## src/rtl/z80_bus_pkg.sv

```systemverilog
// Shared types for the Z80 bus responder: cycle classification, FSM
// state encoding and the wait-counter width.
package z80_bus_pkg;

  localparam int WAITW = 4;

  typedef enum logic [2:0] {
    CYC_NONE = 3'd0,
    CYC_MRD  = 3'd1,
    CYC_MWR  = 3'd2,
    CYC_IORD = 3'd3,
    CYC_IOWR = 3'd4,
    CYC_INTA = 3'd5
  } cyc_t;

  // FSM state encoding
  typedef logic [2:0] state_t;
  localparam state_t ST_IDLE    = 3'd0;
  localparam state_t ST_WAITCNT = 3'd1;
  localparam state_t ST_FETCH   = 3'd2;
  localparam state_t ST_DRIVE   = 3'd3;
  localparam state_t ST_WRDONE  = 3'd4;

  // Memory cycles take MEM_WAIT; everything else (IO, INTA) takes IO_WAIT
  function automatic logic is_mem(cyc_t c);
    return (c == CYC_MRD) || (c == CYC_MWR);
  endfunction

endpackage

```

## src/rtl/z80_bus_cycle_decode.sv

```systemverilog
// Combinational classification of the Z80 control strobes into a bus
// cycle type. Refresh and the illegal nRD&nWR combination map to CYC_NONE.
module z80_bus_cycle_decode
  import z80_bus_pkg::*;
(
  input  logic nM1,
  input  logic nMREQ,
  input  logic nIORQ,
  input  logic nRD,
  input  logic nWR,
  input  logic nRFSH,
  output cyc_t cyc
);

  // Priority decode; memory beats IO if both requests are somehow low
  always_comb begin
    cyc = CYC_NONE;
    if (!nRD && !nWR) begin
      cyc = CYC_NONE;
    end else if (!nMREQ && nRFSH && !nRD) begin
      cyc = CYC_MRD;
    end else if (!nMREQ && nRFSH && !nWR) begin
      cyc = CYC_MWR;
    end else if (!nIORQ && !nM1) begin
      cyc = CYC_INTA;
    end else if (!nIORQ && !nRD) begin
      cyc = CYC_IORD;
    end else if (!nIORQ && !nWR) begin
      cyc = CYC_IOWR;
    end
  end

endmodule

```

## src/rtl/z80_bus_responder.sv

```systemverilog
// Synchronous memory/IO slave for the Z80 core. Decodes bus cycles in
// IDLE, inserts wait states, fronts a 1-cycle-latency RAM and an 8-bit
// port space, and returns read data on a split data bus.
// Optional macro Z80_BUS_ROM_PROTECT_EN: drop memory writes below ROM_TOP
// and flag them on rom_wr_err.
module z80_bus_responder
  import z80_bus_pkg::*;
#(
  parameter int          MEM_WAIT = 0,
  parameter int          IO_WAIT  = 1,
  parameter logic [15:0] ROM_TOP  = 16'h4000
) (
  input  logic        CLK,
  input  logic        nRESET,
  input  logic [15:0] A,
  input  logic [7:0]  D_in,
  output logic [7:0]  D_out,
  output logic        D_oe,
  input  logic        nM1,
  input  logic        nMREQ,
  input  logic        nIORQ,
  input  logic        nRD,
  input  logic        nWR,
  input  logic        nRFSH,
  output logic        nWAIT,
  output logic [15:0] mem_addr,
  output logic [7:0]  mem_wdata,
  output logic        mem_we,
  output logic        mem_re,
  input  logic [7:0]  mem_rdata,
  output logic [7:0]  io_addr,
  output logic [7:0]  io_wdata,
  output logic        io_wr,
  output logic        io_rd,
  input  logic [7:0]  io_rdata,
  input  logic [7:0]  int_vector,
  output logic        intack,
  output logic        rom_wr_err
);

  if (MEM_WAIT < 0 || MEM_WAIT > 15) begin : g_bad_mem_wait
    $error("MEM_WAIT must be in 0..15");
  end
  if (IO_WAIT < 0 || IO_WAIT > 15) begin : g_bad_io_wait
    $error("IO_WAIT must be in 0..15");
  end

  localparam logic [WAITW-1:0] MEM_WAIT_C = WAITW'(MEM_WAIT);
  localparam logic [WAITW-1:0] IO_WAIT_C  = WAITW'(IO_WAIT);

`ifdef Z80_BUS_ROM_PROTECT_EN
  localparam bit ROM_PROT = 1'b1;
`else
  localparam bit ROM_PROT = 1'b0;
`endif

  state_t           state_q, state_d;
  cyc_t             cyc_q, cyc_d;
  logic [WAITW-1:0] cnt_q, cnt_d;
  logic [15:0]      mem_addr_q, mem_addr_d;
  logic [7:0]       mem_wdata_q, mem_wdata_d;
  logic [7:0]       io_addr_q, io_addr_d;
  logic [7:0]       io_wdata_q, io_wdata_d;
  logic [7:0]       d_out_q, d_out_d;
  logic             mem_we_q, mem_we_d;
  logic             mem_re_q, mem_re_d;
  logic             io_wr_q, io_wr_d;
  logic             io_rd_q, io_rd_d;
  logic             intack_q, intack_d;
  logic             rom_wr_err_q, rom_wr_err_d;

  cyc_t             cyc_dec;
  cyc_t             act_cyc;
  logic [15:0]      act_addr;
  logic [WAITW-1:0] wait_ld;
  logic             rom_hit;
  logic             strobe_on;
  logic             do_act;

  z80_bus_cycle_decode u_dec (
    .nM1   (nM1),
    .nMREQ (nMREQ),
    .nIORQ (nIORQ),
    .nRD   (nRD),
    .nWR   (nWR),
    .nRFSH (nRFSH),
    .cyc   (cyc_dec)
  );

  // The action fires either straight out of IDLE (zero waits, fresh decode
  // and live address) or at the end of WAITCNT (latched cycle/address).
  assign act_cyc  = (state_q == ST_IDLE) ? cyc_dec : cyc_q;
  assign act_addr = (state_q == ST_IDLE) ? A : mem_addr_q;
  assign rom_hit  = ROM_PROT && (act_addr < ROM_TOP);
  assign wait_ld  = is_mem(cyc_dec) ? MEM_WAIT_C : IO_WAIT_C;

  // Is the strobe that qualifies the in-flight cycle still asserted
  always_comb begin
    strobe_on = 1'b0;
    case (cyc_q)
      CYC_MRD, CYC_IORD: strobe_on = !nRD;
      CYC_MWR, CYC_IOWR: strobe_on = !nWR;
      CYC_INTA:          strobe_on = !nIORQ;
      default:           strobe_on = 1'b0;
    endcase
  end

  // Next-state, datapath capture and one-cycle strobe generation
  always_comb begin
    state_d      = state_q;
    cyc_d        = cyc_q;
    cnt_d        = cnt_q;
    mem_addr_d   = mem_addr_q;
    mem_wdata_d  = mem_wdata_q;
    io_addr_d    = io_addr_q;
    io_wdata_d   = io_wdata_q;
    d_out_d      = d_out_q;
    mem_we_d     = 1'b0;
    mem_re_d     = 1'b0;
    io_wr_d      = 1'b0;
    io_rd_d      = 1'b0;
    intack_d     = 1'b0;
    rom_wr_err_d = 1'b0;
    do_act       = 1'b0;

    case (state_q)
      ST_IDLE: begin
        if (cyc_dec != CYC_NONE) begin
          cyc_d = cyc_dec;
          if (is_mem(cyc_dec)) begin
            mem_addr_d = A;
          end else if (cyc_dec != CYC_INTA) begin
            io_addr_d = A[7:0];
          end
          cnt_d = wait_ld;
          if (wait_ld != '0) begin
            state_d = ST_WAITCNT;
          end else begin
            do_act = 1'b1;
          end
        end
      end
      ST_WAITCNT: begin
        if (!strobe_on) begin
          state_d = ST_IDLE;
        end else begin
          cnt_d = cnt_q - WAITW'(1);
          if (cnt_q == WAITW'(1)) begin
            do_act = 1'b1;
          end
        end
      end
      ST_FETCH: begin
        if (!strobe_on) begin
          state_d = ST_IDLE;
        end else begin
          case (cyc_q)
            CYC_MRD: begin
              // RAM answers the cycle after mem_re, so skip the strobe cycle
              if (!mem_re_q) begin
                d_out_d = mem_rdata;
                state_d = ST_DRIVE;
              end
            end
            CYC_IORD: begin
              d_out_d = io_rdata;
              state_d = ST_DRIVE;
            end
            default: begin
              d_out_d = int_vector;
              state_d = ST_DRIVE;
            end
          endcase
        end
      end
      ST_DRIVE: begin
        if (!strobe_on) begin
          state_d = ST_IDLE;
        end
      end
      ST_WRDONE: begin
        if (nWR) begin
          state_d = ST_IDLE;
        end
      end
      default: state_d = ST_IDLE;
    endcase

    if (do_act) begin
      case (act_cyc)
        CYC_MRD: begin
          mem_re_d = 1'b1;
          state_d  = ST_FETCH;
        end
        CYC_IORD: begin
          io_rd_d = 1'b1;
          state_d = ST_FETCH;
        end
        CYC_INTA: begin
          intack_d = 1'b1;
          state_d  = ST_FETCH;
        end
        CYC_MWR: begin
          mem_wdata_d = D_in;
          if (rom_hit) begin
            rom_wr_err_d = 1'b1;
          end else begin
            mem_we_d = 1'b1;
          end
          state_d = ST_WRDONE;
        end
        CYC_IOWR: begin
          io_wdata_d = D_in;
          io_wr_d    = 1'b1;
          state_d    = ST_WRDONE;
        end
        default: state_d = ST_IDLE;
      endcase
    end
  end

  // State and output registers; reset abandons any cycle in flight
  always_ff @(posedge CLK or negedge nRESET) begin
    if (!nRESET) begin
      state_q      <= ST_IDLE;
      cyc_q        <= CYC_NONE;
      cnt_q        <= '0;
      mem_addr_q   <= '0;
      mem_wdata_q  <= '0;
      io_addr_q    <= '0;
      io_wdata_q   <= '0;
      d_out_q      <= '0;
      mem_we_q     <= 1'b0;
      mem_re_q     <= 1'b0;
      io_wr_q      <= 1'b0;
      io_rd_q      <= 1'b0;
      intack_q     <= 1'b0;
      rom_wr_err_q <= 1'b0;
    end else begin
      state_q      <= state_d;
      cyc_q        <= cyc_d;
      cnt_q        <= cnt_d;
      mem_addr_q   <= mem_addr_d;
      mem_wdata_q  <= mem_wdata_d;
      io_addr_q    <= io_addr_d;
      io_wdata_q   <= io_wdata_d;
      d_out_q      <= d_out_d;
      mem_we_q     <= mem_we_d;
      mem_re_q     <= mem_re_d;
      io_wr_q      <= io_wr_d;
      io_rd_q      <= io_rd_d;
      intack_q     <= intack_d;
      rom_wr_err_q <= rom_wr_err_d;
    end
  end

  // D_oe is combinational so D is released in the same cycle the strobe rises
  assign D_oe       = (state_q == ST_DRIVE) && ((cyc_q == CYC_INTA) ? !nIORQ : !nRD);
  assign nWAIT      = (state_q != ST_WAITCNT);
  assign D_out      = d_out_q;
  assign mem_addr   = mem_addr_q;
  assign mem_wdata  = mem_wdata_q;
  assign mem_we     = mem_we_q;
  assign mem_re     = mem_re_q;
  assign io_addr    = io_addr_q;
  assign io_wdata   = io_wdata_q;
  assign io_wr      = io_wr_q;
  assign io_rd      = io_rd_q;
  assign intack     = intack_q;
  assign rom_wr_err = rom_wr_err_q;

endmodule
```

## config.mk

```make
export PLATFORM = sky130hd
export DESIGN_NAME = z80_bus_responder
export DESIGN_NICKNAME = d
export VERILOG_FILES = /design/src/rtl/z80_bus_pkg.sv /design/src/rtl/z80_bus_cycle_decode.sv /design/src/rtl/z80_bus_responder.sv
export SDC_FILE = /design/constraint.sdc
export NUM_CORES = 1
export LEC_CHECK = 0
export CAP_MARGIN = 25
export CORE_MARGIN = 4
export CORE_UTILIZATION = 44
export CTS_CLUSTER_DIAMETER = 50
export CTS_CLUSTER_SIZE = 20
export DETAILED_ROUTE_END_ITERATION = 8
export PLACE_DENSITY = 0.8
export SLEW_MARGIN = 10
export SYNTH_ARGS = -nofsm -noshare
export SYNTH_HDL_FRONTEND = slang
export SYNTH_SLANG_ARGS = --single-unit
```

## constraint.sdc

```tcl
create_clock -name CLK -period 2.4 [get_ports CLK]
set_input_delay 0.36 -clock CLK [delete_from_list [all_inputs] [get_ports CLK]]
set_output_delay 0.36 -clock CLK [all_outputs]
set_load 0.01 [all_outputs]
```

==> results.md, run 1 <==
* Run status: finished, final reports clean
* WS Path Type: in2out
* First-pass detailed-route iteration total at 4
* Core box area at 6459 um2
* Final Max Tran Viols at 0
* Clock Sink Count at 63
* Num rows at 29
* Routed Wire Length at 8.159 mm
* Final setup violation count at 0
* Nature of the critical path startpoint: input pin
* Fraction of the mapped netlist area in simple logic gates at 0.1910
* Post-CTS clock slew at the launch and capture registers of the worst setup and hold paths at 70 ps
* Clock latency on the worst-skew pair at 330 ps
* Dominant cells by area after synthesis: dfrtp_1, mux2_2, nand2_1
* Synthesized-area fraction occupied by ao, oa, aoi and oai cells at 0.1071
* Switching Power at 1.860 mW
* Leakage power total at 2.053 nW
* Peak per-stage delay on the critical path at 530 ps
* Drt via density at 5.224
* P_int at 3.325 mW
* Wire length of the first global-routing pass at 13.49 mm
* Final count of hold timing violations at 0
* Maximum clock rate at 435.7 MHz
* Standard cell with the maximum stage delay on the critical path: clkdlybuf4s50_1
* Number of buffers inserted during clock tree synthesis at 9
* Wl on met1 at 3.376 mm
* Share of the synthesized area in the top cell type at 0.5312
* Final estimated routing congestion in global placement at 0.8638
* Total power of the final layout at 5.184 mW
* Largest fanout on the critical path at 6
* Cells resized by post-CTS repair at 0
* Amount of wire on met2 after detailed routing at 4.147 mm
* Unique masters post-synth at 51
* Power density over the cells at 1152 nW/um2
* Top Metal Used: met4
* Post-synthesis cell type with the largest combined area: dfrtp_1
* Largest family of logic cells by synthesized area: simple AND/OR/NAND/NOR gates
* Warnings, synthesis at 0
* Die W at 90.13 um
* Commonest cells in the synthesized netlist: nand2_1, dfrtp_1, mux2_2
* Number of vias in the routed layout at 2612
* Antenna-violating nets left at 0
* Adder and majority cell fraction of the synthesized area at 0.008432
* Port Buffers at 110
* Nets at 476
* Hold buffer count at cts at 0
* Post-synth EDFFs at 0
* Tcrit/Tclk final at 0.9564
* TritonCTS clock tree: done
* Average routed wire per standard cell at 16.32 um
* Antenna diode count at 0
* Sequential element share of the synthesized area at 0.5312
* Overall die area at 8123 um2
* Number of global-route vias before repair at 2763
* Total nets after synthesis at 343
* Synth Area per Inst at 10.41 um2
* Arrival time of data at the critical path endpoint at 1940 ps
* Combinational share of power at 0.497
* Post-Route Hold Slack at 14.27 ps
* Portion of netlist area occupied by mux cells at 0.1286
* Top flip-flop cell by instance count after synthesis: dfrtp_1
* Combined global-route utilization of all metal layers at 0.2044
* Unrepaired setup endpoints after global routing: no
* DPL Wire Length at 6.113 mm
* Effective utilization at floorplan at 0.4595
* Proportion of synthesized flip-flops having asynchronous set or reset at 1.000
* Clock Path Buffers at 2
* Synth-to-layout area growth at 51.64%
* Final global-route overflow total at 0
* Worst IR drop on VDD at 0.8494 mV
* Initial antenna violation count at 0
* Clock power share at 0.159
* Cell chosen for the clock root: clkbuf_8
* Post-CTS repair timing setup buffer count at 0
* Most instantiated library cell after synthesis: nand2_1
* Maximum number of pins on one net before global-route repair at 64
* Minimum period implied by the final worst setup slack at 2295 ps
* Number of H-tree levels at 3
* Switching share of total power at 0.3587
* Post-route insts no fill at 500
* Max-capacitance violation count at 0
* Worst min-delay path class: in2async
* Post-synth design cell area at 2968 um2
* Synthesized-area fraction occupied by xor and xnor cells at 0.002951
* First-iteration detailed-routing DRC count at 148
* Number of flip-flops and latches in the synthesized netlist at 63
* # IOs at 112
* Required @ worst endpoint at 2040 ps
* Instance count after placement with tap cells included at 484
* Layout Skew at 11.53 ps
* Seq pwr share at 0.344
* Cells along the critical path: clkdlybuf4s50_1, buf_4, buf_4, inv_1, o2111a_1, clkdlybuf4s50_1
* Met3 wire length at 435 um
* Detailed-route DRC error count at 0
* Crit end category: primary output
* Proportion of layout cells with a drive suffix above 1 at 0.1820
* Gate Count Post-Synth at 285
* Die Y-Extent at 90.13 um
-- state kept, by name, summed over array words and instances (netlist names), 3 cells and up --
| name | cells |
|---|---|
| io_wdata | 8 |
| D_out | 8 |
| mem_wdata | 8 |
| state_q | 3 |
| io_addr | 8 |
| cyc_q | 3 |
| cnt_q | 4 |
| mem_addr | 16 |
-- critical path, delay by kind of cell --
family / cells / cell delay [ps]
buffers and inverters: 5 / 1360
AOI/OAI and AO/OA: 1 / 210
-- power groups by stage --
stage	combinational, mW	sequential [mW]	clock, mW
finish	2.58	1.78	0.824
global route	2.80	1.85	0.894
CTS	2.60	1.78	0.843
detailed placement	2.58	1.80	0
global placement	2.52	1.78	0
floorplan	1.13	1.93	0
-- per-stage QoR --
stage / worst slack [ps] / instance area [um2] / util / setup TNS, ps
6_report: 104.7 / 4501 / 0.6968 / 0
2_1_floorplan: 235.5 / 2968 / - / 0
3_3_place_gp: -106.1 / 4324 / 0.6695 / -1650
3_5_place_dp: -184.0 / 4324 / 0.6695 / -2529
4_1_cts: 99.75 / 4501 / 0.6968 / 0
5_1_grt: 39.19 / 4501 / 0.6968 / 0
-- cells in the final DEF (no fill, tap or decap), types with 3 or more instances in the layout --
| master | Yosys | final |
|---|---|---|
| nor3_1 | 3 | 3 |
| o2bb2ai_1 | 3 | 3 |
| dfrtp_1 | 63 | 63 |
| buf_4 | 3 | 23 |
| mux2i_1 | 10 | 10 |
| mux2_2 | 25 | 25 |
| buf_12 | 0 | 3 |
| a211o_1 | 3 | 3 |
| nor2b_1 | 3 | 3 |
| nor2_1 | 15 | 15 |
| nand3_1 | 3 | 3 |
| a21oi_1 | 13 | 13 |
| a211oi_1 | 3 | 3 |
| clkdlybuf4s50_1 | 0 | 109 |
| nand2_1 | 71 | 71 |
| inv_1 | 5 | 5 |
| clkbuf_8 | 0 | 11 |
| o21ai_0 | 13 | 13 |
-- worst paths after layout --
kind | from | end | slack [ps] | cells past startpoint
max in group asynchronous | nRESET | cyc_q[2]$_DFFE_PN0P_ | 2090 | 2
max reg2reg | cyc_q[0]$_DFFE_PN0P_ | io_wdata[2]$_DFFE_PN0P_ | 190 | 6
min | nRESET | D_out[4]$_DFFE_PN0P_ | 10 | 2
max | nIORQ | D_oe | 100 | 6
min reg2reg | mem_addr[12]$_DFFE_PN0P_ | mem_addr[12]$_DFFE_PN0P_ | 480 | 2
min in group CLK | mem_addr[12]$_DFFE_PN0P_ | mem_addr[12]$_DFFE_PN0P_ | 480 | 2
-- metal layers --
metal | up-vias | track usage
li1 | 1251 | -
met1 | 1261 | 0.2496
met2 | 81 | 0.3454
met3 | 19 | 0.05426
met4 | 0 | 0.07908
met5 | - | 0
-- area by class of cell --
type	count	area, um2
clock inverters	3	17.52
well taps	77	96.34
clock buffers	13	158.9
fillers	486	1958
inverters	5	18.77
repair buffers	136	1329
flip-flops and latches	63	1577
multi-input cells	203	1304
-- cells by family (layout without fill, tap and decap cells) --
logic type | after synthesis | count (layout)
xor gates and xnor gates | 1 | 1
AOI/OAI and AO/OA | 47 | 47
and+or+nand+nor | 117 | 117
DFF | 63 | 63
other | 1 | 1
adders and majority gates | 2 | 2
muxes | 35 | 35
buffers and inverters | 19 | 157
(Power assumes the default switching activity.)
==> run 2: changes to the inputs <==
--- a/config.mk
+++ b/config.mk
@@ -7,11 +7,12 @@
 export LEC_CHECK = 0
 export CAP_MARGIN = 25
 export CORE_MARGIN = 4
-export CORE_UTILIZATION = 44
+export CORE_UTILIZATION = 46
+export CTS_BUF_LIST = sky130_fd_sc_hd__clkbuf_8
 export CTS_CLUSTER_DIAMETER = 50
 export CTS_CLUSTER_SIZE = 20
 export DETAILED_ROUTE_END_ITERATION = 8
-export PLACE_DENSITY = 0.8
+export PLACE_DENSITY = 0.83
 export SLEW_MARGIN = 10
 export SYNTH_ARGS = -nofsm -noshare
 export SYNTH_HDL_FRONTEND = slang
==> results.md, run 2 (same netlist as run 1, synthesis figures left out) <==
* Run status: finished, final reports clean
* Final count of hold timing violations at 0 (unchanged)
* Cells along the critical path: buf_4, nor2b_1, o2111a_1, clkdlybuf4s50_1
* Worst IR drop on VDD at 0.7040 mV (-17%)
* Die Y-Extent at 88.33 um (-2.0%)
* Capture point of the worst reg-to-reg path: io_wdata[6]$_DFFE_PN0P_
* Minimum period implied by the final worst setup slack at 2257 ps (-37.97 ps)
* Fin worst setup slack at 142.7 ps (+37.97 ps)
* Maximum clock rate at 443.0 MHz (+1.7%)
* Overall die area at 7801 um2 (-4.0%)
* Maximum number of pins on one net before global-route repair at 64 (unchanged)
* Required @ worst endpoint at 2040 ps (about the same)
* Number of buffers inserted during clock tree synthesis at 9 (unchanged)
* Post-CTS repair timing setup buffer count at 0 (unchanged)
* Post-route insts no fill at 497 (-0.60%)
* Peak per-stage delay on the critical path at 530 ps (about the same)
* Worst R2R Setup Slack at 180 ps (about the same)
* Detailed-route DRC error count at 0 (unchanged)
* Routed Wire Length at 7.713 mm (-5.5%)
* Final Max Tran Viols at 0 (unchanged)
* Post-CTS clock slew at the launch and capture registers of the worst setup and hold paths at 70 ps (about the same)
* Measured slew at the worst slew-check pin at 780.6 ps
* Power density over the cells at 1166 nW/um2 (+1.2%)
* Largest fanout on the critical path at 5 (-1)
* Final global-route overflow total at 0 (unchanged)
* DPL Wire Length at 5.768 mm (-5.6%)
* Combined global-route utilization of all metal layers at 0.2077 (+0.003263)
* Drt via density at 5.089 (-2.6%)
* P_int at 3.356 mW (+0.96%)
* Arrival time of data at the critical path endpoint at 1900 ps (-40 ps)
* Clock Path Buffers at 2 (unchanged)
* Number of H-tree levels at 3 (unchanged)
* Final core utilization at 0.7105 (+0.01364)
* Core box area at 6314 um2 (-2.2%)
* WS Path Type: reg2out
* Number of gates on the worst path with buffers counted at 4 (-2)
* Post-Route Hold Slack at 178.4 ps (+164.2 ps)
* # IOs at 112 (unchanged)
* First-pass detailed-route iteration total at 4 (unchanged)
* Initial antenna violation count at 0 (unchanged)
* Worst min-delay path class: in2async
* Clock power share at 0.174 (+0.015)
* Dpl ws at -185.3 ps (-1.288 ps)
* Die W at 88.33 um (-2.0%)
* Standard cell with the maximum stage delay on the critical path: clkdlybuf4s50_1
* Final instance area at 4486 um2 (-0.33%)
* Cell chosen for the clock root: clkbuf_8
* Headroom to the max-slew limit at 0.4796
* Clock Sink Count at 63 (unchanged)
* Nature of the critical path startpoint: flop
* Hold buffer count at cts at 0 (unchanged)
* Critical path buffer and inverter count at 2 (-3)
* Number of cells on the worst reg-to-reg path at 6 (unchanged)
* Combinational share of power at 0.485 (-0.012)
* Final setup violation count at 0 (unchanged)
* Post-route setup TNS at 0 ps (unchanged)
* Most common cell after layout, fill and taps aside: clkdlybuf4s50_1
* Leakage power total at 2.041 nW (-0.60%)
* Family with the most delay on the worst path: buffers and inverters
* End of the critical path: D_oe
* Antenna diode count at 0 (unchanged)
* Cells resized by post-CTS repair at 0 (unchanged)
* Worst setup path startpoint: state_q[2]$_DFFE_PN0P_
* First-iteration detailed-routing DRC count at 130 (-12%)
* Proportion of layout cells with a drive suffix above 1 at 0.1810 (-0.001081)
* Final estimated routing congestion in global placement at 0.9108 (+5.4%)
* Commonest cells after routing, fill and taps aside: clkdlybuf4s50_1, nand2_1, dfrtp_1
* Crit end category: primary output
* Effective utilization at floorplan at 0.4701 (+0.01056)
* Instance count after placement with tap cells included at 481 (-0.62%)
* Num rows at 29 (unchanged)
* Nets at 473 (-0.63%)
* Cell area after placement at 4289 um2 (-0.81%)
* Port Buffers at 110 (unchanged)
* Unrepaired setup endpoints after global routing: no
* Switching share of total power at 0.3584 (-0.0003755)
* Number of flip-flops under the largest register name at 16 (unchanged)
* Number of vias in the routed layout at 2529 (-3.2%)
* Max-capacitance violation count at 0 (unchanged)
* Synth-to-layout area growth at 51.14%
* Number of global-route vias before repair at 2646 (-4.2%)
* Fill cell count at 484 (-0.41%)
* Wire length of the first global-routing pass at 12.59 mm (-6.7%)
* Area of the multi-input gates at 1304 um2 (unchanged)
* Clock latency on the worst-skew pair at 340 ps (about the same)
* Seq pwr share at 0.340 (-0.004)
* TritonCTS clock tree: done
* Layout Skew at 14.34 ps (+2.812 ps)
* Reg-to-reg critical path startpoint: cyc_q[2]$_DFFE_PN0P_
* Total area of sequential cells at 1577 um2 (unchanged)
* Average routed wire per standard cell at 15.52 um (-4.9%)
* Switching Power at 1.875 mW (+0.79%)
* Total power of the final layout at 5.231 mW (+0.90%)
* Tcrit/Tclk final at 0.9405 (-0.01582)
* Antenna-violating nets left at 0 (unchanged)
==> run 2: changes by cell type in the layout (fill, tap and decap cells not counted), sizes merged <==
cell / delta
buf: -3
inv: +1
clkbuf: -4
clkinv: +1
bufinv: +1
clkinvlp: +1
==> run 2: power groups by stage <==
stage	Combinational (mW)	Clock, mW	Sequential, mW
after floorplan	1.13	0	1.93
after global placement	2.49	0	1.78
after detailed placement	2.55	0	1.79
after CTS	2.57	0.930	1.78
after global routing	2.78	0.977	1.85
final	2.54	0.910	1.78
==> run 2: how the worst min path moves through the flow <==
stage               slack, ps  cells past startpoint               startpoint                       to
floorplan                  60                      0                   nRESET     D_out[0]$_DFFE_PN0P_
global placement          460                      2  mem_addr[2]$_DFFE_PN0P_  mem_addr[2]$_DFFE_PN0P_
detailed placement        460                      2  mem_addr[5]$_DFFE_PN0P_  mem_addr[5]$_DFFE_PN0P_
CTS                       190                      2                   nRESET     D_out[4]$_DFFE_PN0P_
global route              240                      2                   nRESET     D_out[6]$_DFFE_PN0P_
finish                    180                      2                   nRESET     D_out[4]$_DFFE_PN0P_
==> run 2: per-layer routing <==
layer | share of wire | global-route usage | up-vias
met3 | 0.061 | 0.04749 | 7
met2 | 0.51 | 0.3515 | 78
met1 | 0.41 | 0.2640 | 1204
met5 | 0 | 0 | -
met4 | 0.012 | 0.06868 | 0
li1 | - | - | 1240
==> run 2: layout make-up <==
cell class,count,area share
Sequential cell,63,0.3515
Tap cell,77,0.02148
Clock inverter,7,0.01618
Timing Repair Buffer,133,0.2884
Clock buffer,9,0.02762
Multi-Input combinational cell,203,0.2907
Inverter,5,0.004184
==> run 3: changes to the inputs <==
--- a/config.mk
+++ b/config.mk
@@ -5,7 +5,7 @@
 export SDC_FILE = /design/constraint.sdc
 export NUM_CORES = 1
 export LEC_CHECK = 0
-export CAP_MARGIN = 25
+export CAP_MARGIN = 20
 export CORE_MARGIN = 4
 export CORE_UTILIZATION = 46
 export CTS_BUF_LIST = sky130_fd_sc_hd__clkbuf_8
==> results of run 3 <==
Same layout as run 2: the final DEF is identical, and so are final timing and power.
